File: config.mk
export PLATFORM = sky130hd
export DESIGN_NAME = controle_posicionamento
export DESIGN_NICKNAME = d
export VERILOG_FILES = /design/src/rtl/controle_posicionamento.sv
export SDC_FILE = /design/constraint.sdc
export NUM_CORES = 1
export LEC_CHECK = 0
export ABC_AREA = 1
export BUFFER_PORTS_ARGS = -buffer_cell sky130_fd_sc_hd__buf_4
export CELL_PAD_IN_SITES_DETAIL_PLACEMENT = 0
export CELL_PAD_IN_SITES_GLOBAL_PLACEMENT = 1
export CORE_MARGIN = 4
export CORE_UTILIZATION = 25
export CTS_BUF_LIST = sky130_fd_sc_hd__clkbuf_4 sky130_fd_sc_hd__clkbuf_8
export DETAILED_ROUTE_END_ITERATION = 6
export PLACE_DENSITY_LB_ADDON = 0.1
export SYNTH_ARGS = -nofsm -noshare
export SYNTH_HDL_FRONTEND = slang
export SYNTH_SLANG_ARGS = --single-unit
File: constraint.sdc
create_clock -name clk -period 4.3 [get_ports clk]
set_clock_uncertainty 0.15 [all_clocks]
set_input_delay 0.645 -clock clk [delete_from_list [all_inputs] [get_ports clk]]
set_output_delay 0.645 -clock clk [all_outputs]
set_load 0.1 [all_outputs]
File: src/rtl/controle_posicionamento.sv
// Placement-phase sequencer: walks both players through the fixed fleet,
// latching coordinates on confirm and handshaking with the piece validator.
module controle_posicionamento #(
    parameter int unsigned NUM_NAVIOS = 11,
    parameter int unsigned TIMEOUT    = 64,
    parameter int unsigned RELEASE    = 2
) (
    input  logic       clk,
    input  logic       rst_n,
    input  logic       start,
    input  logic       confirma,
    input  logic [3:0] x_in,
    input  logic [3:0] y_in,
    input  logic       direcao_in,
    input  logic [2:0] orientacao_in,
    input  logic       wrep1,
    input  logic       wrep2,
    input  logic       conflito_borda,
    input  logic       conflito_memoria,
    output logic       val_enable,
    output logic [2:0] tipo,
    output logic       direcao,
    output logic [2:0] orientacao,
    output logic [3:0] x1,
    output logic [3:0] y1,
    output logic       jogador,
    output logic [3:0] navio_idx,
    output logic       erro,
    output logic       erro_timeout,
    output logic       concluido,
    output logic [2:0] estado
);

    typedef enum logic [2:0] {
        OCIOSO, ESPERA, AGUARDA, ACEITA, REJEITA, PAUSA, FIM
    } estado_t;

    localparam logic [6:0] TO_LAST  = 7'(TIMEOUT - 1);
    localparam logic [6:0] REL_LAST = 7'(RELEASE - 1);
    localparam logic [3:0] IDX_LAST = 4'(NUM_NAVIOS - 1);

    estado_t    state_q, state_d;
    logic       conf_q;
    logic [6:0] cnt_q, cnt_d;
    logic [3:0] x1_q, x1_d, y1_q, y1_d;
    logic       dir_q, dir_d;
    logic [2:0] ori_q, ori_d;
    logic       jog_q, jog_d;
    logic [3:0] idx_q, idx_d;
    logic       erro_q, erro_d;
    logic       erro_to_q, erro_to_d;
    logic       press;
    logic       strobe;

    assign press  = confirma & ~conf_q;
    assign strobe = jog_q ? wrep2 : wrep1;

    always_comb begin
        state_d   = state_q;
        cnt_d     = cnt_q;
        x1_d      = x1_q;
        y1_d      = y1_q;
        dir_d     = dir_q;
        ori_d     = ori_q;
        jog_d     = jog_q;
        idx_d     = idx_q;
        erro_d    = erro_q;
        erro_to_d = erro_to_q;
        case (state_q)
            OCIOSO: begin
                if (start) begin
                    state_d = ESPERA;
                    jog_d   = 1'b0;
                    idx_d   = '0;
                end
            end
            ESPERA: begin
                if (press) begin
                    x1_d      = x_in;
                    y1_d      = y_in;
                    dir_d     = direcao_in;
                    ori_d     = orientacao_in;
                    erro_d    = 1'b0;
                    erro_to_d = 1'b0;
                    cnt_d     = '0;
                    state_d   = AGUARDA;
                end
            end
            AGUARDA: begin
                // Own-player strobe wins over a simultaneous conflict
                cnt_d = cnt_q + 7'd1;
                if (strobe) begin
                    state_d = ACEITA;
                end else if (conflito_borda || conflito_memoria) begin
                    erro_d  = 1'b1;
                    state_d = REJEITA;
                end else if (cnt_q == TO_LAST) begin
                    erro_to_d = 1'b1;
                    state_d   = REJEITA;
                end
            end
            ACEITA: begin
                cnt_d = '0;
                if (idx_q < IDX_LAST) begin
                    idx_d   = idx_q + 4'd1;
                    state_d = PAUSA;
                end else if (!jog_q) begin
                    jog_d   = 1'b1;
                    idx_d   = '0;
                    state_d = PAUSA;
                end else begin
                    state_d = FIM;
                end
            end
            REJEITA: begin
                cnt_d   = '0;
                state_d = PAUSA;
            end
            PAUSA: begin
                // Holds the enable low so the validator sees a fresh rising edge
                if (cnt_q == REL_LAST) state_d = ESPERA;
                else                   cnt_d   = cnt_q + 7'd1;
            end
            FIM:     state_d = FIM;
            default: state_d = OCIOSO;
        endcase
    end

    always_ff @(posedge clk or negedge rst_n) begin
        if (!rst_n) begin
            state_q   <= OCIOSO;
            conf_q    <= 1'b0;
            cnt_q     <= '0;
            x1_q      <= '0;
            y1_q      <= '0;
            dir_q     <= 1'b0;
            ori_q     <= '0;
            jog_q     <= 1'b0;
            idx_q     <= '0;
            erro_q    <= 1'b0;
            erro_to_q <= 1'b0;
        end else begin
            state_q   <= state_d;
            conf_q    <= confirma;
            cnt_q     <= cnt_d;
            x1_q      <= x1_d;
            y1_q      <= y1_d;
            dir_q     <= dir_d;
            ori_q     <= ori_d;
            jog_q     <= jog_d;
            idx_q     <= idx_d;
            erro_q    <= erro_d;
            erro_to_q <= erro_to_d;
        end
    end

    always_comb begin
        case (idx_q)
            4'd0:                 tipo = 3'd0;
            4'd1, 4'd2:           tipo = 3'd1;
            4'd3, 4'd4:           tipo = 3'd2;
            4'd5, 4'd6, 4'd7:     tipo = 3'd3;
            default:              tipo = 3'd4;
        endcase
    end

    always_comb begin
        case (state_q)
            OCIOSO:           estado = 3'd0;
            ESPERA:           estado = 3'd1;
            AGUARDA:          estado = 3'd2;
            ACEITA:           estado = 3'd3;
            REJEITA, PAUSA:   estado = 3'd4;
            FIM:              estado = 3'd5;
            default:          estado = 3'd0;
        endcase
    end

    assign val_enable   = (state_q == AGUARDA);
    assign concluido    = (state_q == FIM);
    assign x1           = x1_q;
    assign y1           = y1_q;
    assign direcao      = dir_q;
    assign orientacao   = ori_q;
    assign jogador      = jog_q;
    assign navio_idx    = idx_q;
    assign erro         = erro_q;
    assign erro_timeout = erro_to_q;

endmodule

==> results.tsv <==
metric	value	unit
status	completed	
fin_crit	2350	ps
slew-limit-headroom	0.726	
ff2ff_path_depth	7	
fin_crit_sh	0.546	
setup_viol	0	
cts_setup_buffers	0	
die-area	0.00822	sq mm
cts-htree-levels	2	
fmax	426	MHz
start_util	0.263	
avgSynthCellArea	7.40	sq um
antenna_left	0	
synthTopCellsByArea	dfrtp_1 44%, nand2_1 18%, nand3_1 5.9%	
synth_cells	231	
fin_nets	306	
setup_slack	1950	ps
grt-ovfl-total	0	
grt_max_degree	31	
maxCapViolations	0	
synth_seq_area_share	0.439	
cts_num_sinks	30	
first_pass_iters	4	
synthArstFlopShare	1.00	
whs	141	ps
gp_congestion	0.762	
crit_fanout	6	
drt_wl_total	4.17	mm
synthTopCellsByCount	81 x nand2_1, 30 x dfrtp_1, 25 x nor2_1, 24 x inv_1, 20 x nand3_1	
preCtsSetupSlack	2240	ps
synth-seq-cells	30	
r2r_setup_slack	2610	ps
die_y	90.7	um
syn-num-nets	256	
synth_ff_type	dfrtp_1	
hold_class	in -> async	
coreArea	0.00649	sq mm
diodes	0	
grt_pass1_vias	1531	
finalHoldViolations	0	
fill_cells	719	
insertion_delay	280	ps
post-route-drc-count	0	
clkTransAtPathRegs	70	ps
post_drt_wl_per_cell	11.7	um
drt-initial-drc-count	43	
netlist_area	0.00171	sq mm
clockBufferDepth	2	
cp-start-kind	register	
cp.required	3500	ps
tightest_slew	410	ps
drive_above_1_share	0.260	
cts-resized-gates	0	
num_vias	1542	
post-dp-hpwl	3.16	mm
area_growth	29.2	%
cts_buffers	5	
dieWidth	90.7	um
grtUsageTotal	0.107	
fp-row-count	29	
yosys.cell_count.top_type	nand2_1	
synth_cell_type_count	26	
io_buffers	46	
path_class	reg -> out	
ys_warn_count	0	
finalSetupTns	0	ps
worstPathArrival	1550	ps
cts.root.buffer_cell	clkbuf_8	
synth_edf_count	0	
grt_pass1_wl	7.29	mm
pin_count	47	
end_kind	output port	
cts_hold_buf	0	
cts_tree	done	
synth_top_area_frac	0.439	
yosys.area.top_type	dfrtp_1	
drt-vias-per-instance	4.31	
rsz0062_at_grt	no	
antenna_found_initial	0	
drv_slew	0	
==> metrics by stage <==
stage               std cells  utilization  area (sq um)
CTS                       358        0.340          2210
finish                    358        0.340          2210
global placement          351        0.328          2130
floorplan                 231            -          1710
global route              358        0.340          2210
detailed placement        351        0.328          2130
==> registers in the layout, indices dropped and copies added, names as in the netlist <==
signal,count
y1,4
erro_timeout,1
conf_q,1
direcao,1
navio_idx,4
state_q,3
cnt_q,7
x1,4
erro,1
orientacao,3
jogador,1
==> layout make-up <==
cell class | count | area [sq um] | area share
timing repair buffer | 46 | 345 | 0.156
tap | 77 | 96.3 | 0.0436
sequential | 30 | 751 | 0.340
clock buffer | 5 | 68.8 | 0.0312
clock inverter | 2 | 10.0 | 0.00453
inverter | 32 | 123 | 0.0555
multi-input combinational | 166 | 815 | 0.369
==> critical path, stage by stage (launching register included) <==
cell	delay (ps)
dfrtp_1	420
inv_1	60
ha_1	290
nor2_1	50
a211oi_2	140
buf_4	310
==> logic make-up (layout without fill, tap and decap cells) <==
kind of cell	count (synthesis)	count (layout)	synth area share
buf+inv	35	85	0.0871
simple gates	140	140	0.368
xor+xnor	2	2	0.0103
fa+ha+maj	5	5	0.0366
compound gates	19	19	0.0586
flops	30	30	0.439
==> final timing paths <==
check                              from      endpoint
min in group clk               confirma        conf_q
setup / recovery           navio_idx[0]       tipo[0]
max in group asynchronous         rst_n  navio_idx[3]
hold reg to reg                   x1[3]         x1[3]
hold / removal                    rst_n        conf_q
setup reg to reg             state_q[1]         y1[2]
==> layer usage <==
metal	wire, um	GRT usage	vias up	share of wire
met4	42	0.0306	0	0.010
met2	1990	0.180	33	0.48
met3	234	0.0292	4	0.056
met5	0	0	-	0
li1	-	-	813	-
met1	1910	0.133	692	0.46
==> cells in the final DEF (no fill, tap or decap), drive strengths merged <==
cell / netlist / layout
nand3: 22 / 22
xnor2: 1 / 1
nand2: 86 / 86
inv: 31 / 31
a211oi: 1 / 1
buf: 3 / 46
xor2: 1 / 1
o21ai: 11 / 11
clkbuf: 0 / 5
nor2: 29 / 29
ha: 5 / 5
o21bai: 1 / 1
clkinv: 1 / 3
nand3b: 1 / 1
nand4: 2 / 2
a21oi: 6 / 6
dfrtp: 30 / 30
Power is left out: the tool's default activity adds up to more than one toggle a clock period on the data nets, which glitch-free logic cannot reach.
